`src/rtl/ws2811_pkg.sv`:
```
// Shared types and helpers for the ws2811 frame scheduler.
package ws2811_pkg;

  typedef struct packed {
    logic [7:0] red;
    logic [7:0] green;
    logic [7:0] blue;
  } rgb_t;

  typedef enum logic {
    IDLE    = 1'b0,
    PENDING = 1'b1
  } sched_state_t;

  localparam rgb_t BLANK_RGB = '0;

  // level 255 maps to a gain of 256, so full brightness is an exact pass-through
  function automatic logic [7:0] scale_chan(input logic [7:0] chan, input logic [7:0] level);
    return 8'((16'(chan) * (16'(level) + 16'd1)) >> 8);
  endfunction

endpackage

```
`src/rtl/ws2811_rgb_scale.sv`:
```
// Combinational per-channel brightness scaler: out = (chan * (level + 1)) >> 8.
module ws2811_rgb_scale
  import ws2811_pkg::*;
(
  input  logic [23:0] rgb_in,
  input  logic [7:0]  level,
  output logic [23:0] rgb_out
);

  genvar gi;
  generate
    for (gi = 0; gi < 3; gi++) begin : g_chan
      assign rgb_out[gi*8 +: 8] = scale_chan(rgb_in[gi*8 +: 8], level);
    end
  endgenerate

endmodule

```
`src/rtl/ws2811_frame_sched.sv`:
```
// Double-buffered colour store for the ws2811 driver; shadow commits to front on a frame boundary.
// Optional brightness scaling when WS2811_FRAME_SCHED_BRIGHTNESS_EN is defined.
module ws2811_frame_sched
  import ws2811_pkg::*;
#(
  parameter int NUM_LEDS    = 8,
  parameter int ADDR_W      = 3,
  parameter int FRAME_CNT_W = 16
) (
  input  logic                   clk,
  input  logic                   reset,
  input  logic                   wr_valid,
  output logic                   wr_ready,
  input  logic [ADDR_W-1:0]      wr_addr,
  input  logic [7:0]             wr_red,
  input  logic [7:0]             wr_green,
  input  logic [7:0]             wr_blue,
  input  logic                   commit_valid,
  output logic                   commit_ready,
  input  logic [ADDR_W-1:0]      drv_address,
  output logic [7:0]             red_out,
  output logic [7:0]             green_out,
  output logic [7:0]             blue_out,
  output logic                   frame_done,
  output logic                   swapped,
  output logic [FRAME_CNT_W-1:0] frame_cnt,
  output logic                   wr_err
`ifdef WS2811_FRAME_SCHED_BRIGHTNESS_EN
  ,
  input  logic [7:0]             brightness
`endif
);

  localparam logic [ADDR_W-1:0] LAST_ADDR = ADDR_W'(NUM_LEDS - 1);

  sched_state_t           state_reg, state_next;
  rgb_t                   shadow_reg [NUM_LEDS];
  rgb_t                   front_reg  [NUM_LEDS];
  logic [ADDR_W-1:0]      prev_addr_reg;
  logic [FRAME_CNT_W-1:0] frame_cnt_reg;
  logic                   frame_done_reg;
  logic                   swapped_reg;
  logic                   wr_err_reg;

  logic boundary;
  logic wr_fire;
  logic wr_in_range;
  logic swap_en;
  rgb_t wr_rgb;
  rgb_t rd_rgb;
  rgb_t disp_rgb;

  assign boundary    = (prev_addr_reg == LAST_ADDR) && (drv_address == '0);
  assign wr_fire     = wr_valid && wr_ready;
  assign wr_in_range = 32'(wr_addr) < NUM_LEDS;
  assign wr_rgb      = '{red: wr_red, green: wr_green, blue: wr_blue};

  always_ff @(posedge clk) begin
    if (reset) begin
      state_reg <= IDLE;
    end else begin
      state_reg <= state_next;
    end
  end

  // A commit taken in IDLE only arms PENDING, so a boundary in that same cycle is not used.
  always_comb begin
    state_next   = state_reg;
    wr_ready     = 1'b0;
    commit_ready = 1'b0;
    swap_en      = 1'b0;
    case (state_reg)
      IDLE: begin
        wr_ready     = 1'b1;
        commit_ready = 1'b1;
        if (commit_valid) begin
          state_next = PENDING;
        end
      end
      PENDING: begin
        if (boundary) begin
          swap_en    = 1'b1;
          state_next = IDLE;
        end
      end
      default: state_next = IDLE;
    endcase
  end

  always_ff @(posedge clk) begin
    if (reset) begin
      for (int i = 0; i < NUM_LEDS; i++) begin
        shadow_reg[i] <= BLANK_RGB;
        front_reg[i]  <= BLANK_RGB;
      end
      prev_addr_reg  <= '0;
      frame_cnt_reg  <= '0;
      frame_done_reg <= 1'b0;
      swapped_reg    <= 1'b0;
      wr_err_reg     <= 1'b0;
    end else begin
      for (int i = 0; i < NUM_LEDS; i++) begin
        if (wr_fire && (wr_addr == ADDR_W'(i))) begin
          shadow_reg[i] <= wr_rgb;
        end
        if (swap_en) begin
          front_reg[i] <= shadow_reg[i];
        end
      end
      prev_addr_reg  <= drv_address;
      frame_done_reg <= boundary;
      swapped_reg    <= swap_en;
      if (boundary) begin
        frame_cnt_reg <= frame_cnt_reg + FRAME_CNT_W'(1);
      end
      if (wr_fire && !wr_in_range) begin
        wr_err_reg <= 1'b1;
      end
    end
  end

  // Out-of-range driver addresses fall through to blank.
  always_comb begin
    rd_rgb = BLANK_RGB;
    for (int i = 0; i < NUM_LEDS; i++) begin
      if (drv_address == ADDR_W'(i)) begin
        rd_rgb = front_reg[i];
      end
    end
  end

`ifdef WS2811_FRAME_SCHED_BRIGHTNESS_EN
  logic [7:0] level_reg;

  // Latched only at a swap so a brightness change never lands mid-frame.
  always_ff @(posedge clk) begin
    if (reset) begin
      level_reg <= 8'hFF;
    end else if (swap_en) begin
      level_reg <= brightness;
    end
  end

  ws2811_rgb_scale u_scale (
    .rgb_in  (rd_rgb),
    .level   (level_reg),
    .rgb_out (disp_rgb)
  );
`else
  assign disp_rgb = rd_rgb;
`endif

  assign red_out    = disp_rgb.red;
  assign green_out  = disp_rgb.green;
  assign blue_out   = disp_rgb.blue;
  assign frame_done = frame_done_reg;
  assign swapped    = swapped_reg;
  assign frame_cnt  = frame_cnt_reg;
  assign wr_err     = wr_err_reg;

endmodule

```
`config.mk`:
```
export PLATFORM = sky130hd
export DESIGN_NAME = ws2811_frame_sched
export DESIGN_NICKNAME = d
export VERILOG_FILES = /design/src/rtl/ws2811_pkg.sv /design/src/rtl/ws2811_rgb_scale.sv /design/src/rtl/ws2811_frame_sched.sv
export SDC_FILE = /design/constraint.sdc
export NUM_CORES = 1
export LEC_CHECK = 0
export BUFFER_PORTS_ARGS = -buffer_cell sky130_fd_sc_hd__clkbuf_2
export CAP_MARGIN = 40
export CORE_MARGIN = 1
export CORE_UTILIZATION = 40
export CTS_BUF_LIST = sky130_fd_sc_hd__clkbuf_8
export CTS_CLUSTER_SIZE = 16
export DETAILED_ROUTE_END_ITERATION = 10
export GPL_TIMING_DRIVEN = 0
export PLACE_DENSITY = 0.55
export SETUP_SLACK_MARGIN = 0.1
export SYNTH_ARGS = -nofsm -noshare
export SYNTH_HDL_FRONTEND = slang
export SYNTH_SLANG_ARGS = --single-unit
```
`constraint.sdc`:
```
create_clock -name clk -period 14.8 [get_ports clk]
set_clock_uncertainty 0.05 [all_clocks]
set_input_delay 1.48 -clock clk [delete_from_list [all_inputs] [get_ports clk]]
set_output_delay 1.48 -clock clk [all_outputs]
set_load 0.05 [all_outputs]
```
==> impl_metrics.toml <==
[outcome]
outcome = "finished clean"

[timing]
setup_slack_ps = 9700
finalCritPeriodShare = 0.344
setup_viol = 0
slew_headroom = 0.393
slew_viol_final = 0
post-route-min-period_ps = 5100
finalSetupTns_ps = 0
hold_viol = 0
rsz0062_at_grt = "false"
clock.fmax_mhz = 196
worst_pin_slew_ps = 911

[place]
dp_cells = 1780
io_buffer_count = 77
dp_slack_ps = 9660
dpl.hpwl_um = 26600
gp_congestion = 0.807

[power_and_ir_drop]
p_int_w = 0.00180
finalPower_w = 0.00238
p_leak_nw = 7.19
p_clk_frac = 0.371
power_density_nw_per_um2 = 124
seqPwrFrac = 0.554
vdd_drop_max_v = 0.0000418
swShare = 0.242
p_switching_w = 0.000576
power_frac_comb = 0.075

[critical_path]
max_stage_delay_ps = 690
crit_family = "buffers and inverters"
arrival_ps = 3570
cp_common_cell = "clkbuf_2"
worst_setup_path_end_kind = "output port"
worstSetupStartpointType = "input pin"
critPathKind = "in2out"
crit_required_ps = 13270
reg2reg_from = "prev_addr_reg[1]"
startpoint = "drv_address[0]"
crit_fanout = 10
r2r_slack_ps = 11990
crit_chain = "clkbuf_2, buf_6, nand2b_1, clkbuf_1, o21ai_0, a21oi_1, clkbuf_2"
critPathBufInv = 4
critPathSlowestCell = "clkbuf_1"

[finish]
layout.cells.non_filler = 1901
layout-drive-gt1-share = 0.182
multiInputGateArea_um2 = 4170
layout.nets = 1353
layout_common_cells = "edfxtp_1 (384), nor2_1 (198), and2_1 (145), clkbuf_2 (77), clkbuf_8 (71)"
final_common_cell = "edfxtp_1"
area.growth.synth_to_final_pct = 15.4
layout.area.seq_um2 = 12000
fillers = 3668

[yosys]
synth_top_family_by_area = "simple AND/OR/NAND/NOR gates"
ys_seq_area_frac = 0.720
synth_edf_count = 384
synth.avg_cell_area_um2 = 14.4
synthCells = 1157
netlist_area_um2 = 16600
synthMuxAreaShare = 0.0485
synthXorXnorAreaFrac = 0.00369
synth_compound_area_frac = 0.0338
yosys_warnings = 0
synthArstFlopShare = 0
ys_ff_latch = 406
synth_fa_ha_area_frac = 0.000753
synthFlopType = "edfxtp_1"
synthSimpleGateAreaFrac = 0.163
syn_nets = 1192
yosysUniqueCellTypes = 50

[floorplanning]
dieArea_um2 = 42400
rows = 74
fp.coreArea_um2 = 40900
ioPinCount = 79
die_h_um = 206
start_util = 0.406
dieWidth_um = 206

[min_path]
holdCritStartpoint = "shadow_reg[1][5]"
hold_class = "reg2reg"

[clock_tree]
clock_latency_ps = 590
cts.sinks = 406
clk_path_buf_depth = 3
cts-hold-fix-buffers = 0
cts_tree = "yes"
ctsResizeCount = 0
cts_root_buf = "clkbuf_8"
ctsHtreeMaxLevel = 3
post_cts_buffers = 0
numCtsBuffers = 68
clk_pin_slew_ps = 60

[flow_run]
drv_cap = 0

[drt]
dr.pass1.iters = 5
vias_per_cell = 5.09
ant_nets = 0
initialDrtViolationCount = 745
drt_wl_total_um = 42100
drc = 0
wl_per_cell_um = 22.1
vias = 9674

[global_route]
grt_overflow = 0
grt_pass1_vias = 9405
use_met2 = 0.333
antenna_found_initial = 0
grt_pass1_wl_um = 59500
use_met1 = 0.262
grt_max_degree = 73
met3_usage = 0.0398
grt_use_total = 0.202
grt.busiest_layer = "met2"
metrics by stage:
step / cell area, um^2 / hold WS, ps / util
after floorplan: 16600 / 444 / -
after global placement: 17700 / 437 / 0.432
after detailed placement: 18000 / 451 / 0.440
after CTS: 19200 / 448 / 0.468
after global routing: 19200 / 464 / 0.468
final: 19200 / 447 / 0.469
cells by family (layout without fill, tap and decap cells):
logic type | after synthesis | after routing
compound gates | 90 | 90
xor+xnor | 7 | 7
fa+ha+maj | 1 | 1
buf+inv | 99 | 309
flops | 406 | 406
mux | 50 | 50
other cells | 1 | 3
simple gates | 503 | 503
power by group through the flow:
stage                     sequential, W  clock (W)  combinational [W]
after detailed placement        0.00134          0           0.000181
final                           0.00132   0.000882           0.000179
after floorplan                 0.00134          0           0.000110
after CTS                       0.00132   0.000902           0.000181
after global placement          0.00135          0           0.000168
after global routing            0.00132   0.000955           0.000190
cell type report:
type / count / share of cell area
Sequential cell: 406 / 0.624
Antenna cell: 2 / 0.000261
Inverter: 32 / 0.00626
Clock inverter: 48 / 0.0107
Multi-Input combinational cell: 652 / 0.218
Tap cell: 532 / 0.0347
Timing Repair Buffer: 91 / 0.0356
Clock buffer: 71 / 0.0510
Buffer: 67 / 0.0197
synth_stat cells, types with 2 or more instances:
master	instances	area [um^2]
buf_2	14	70.1
and4_1	3	26.3
and3_1	4	25.0
a41o_1	2	20.0
nor2_1	198	743
nand4_1	5	31.3
nand2b_1	35	219
a21oi_1	30	150
mux2i_1	22	220
mux4_2	24	541
nand3_1	8	40.0
and2_1	145	907
or3_1	4	25.0
buf_6	12	135
inv_1	32	120
clkbuf_1	35	131
nor2b_1	52	325
nand3b_1	20	150
o21ai_0	20	100
edfxtp_1	384	11500
mux2_2	4	45.0
o21ai_1	8	40.0
nor3_1	3	15.0
a31o_2	2	17.5
xnor2_1	4	35.0
xor2_1	3	26.3
buf_4	5	37.5
o221ai_1	20	175
dfxtp_1	22	440
nand4b_1	3	26.3
o22ai_1	4	25.0
nand2_1	12	45.0
path summary, 6_finish.rpt:
kind / end / cells after the start
max: green_out[1] / 7
min: front_reg[1][5] / 1
min reg2reg: front_reg[1][5] / 1
max reg2reg: front_reg[0][81] / 5
per-layer routing:
metal,wire length (um),share of wire,vias to the layer above
met5,0,0,-
met4,1170,0.028,0
met3,2710,0.064,79
met2,20200,0.48,335
met1,18000,0.43,4786
li1,-,-,4474
Power figures use the tool's default switching activity.
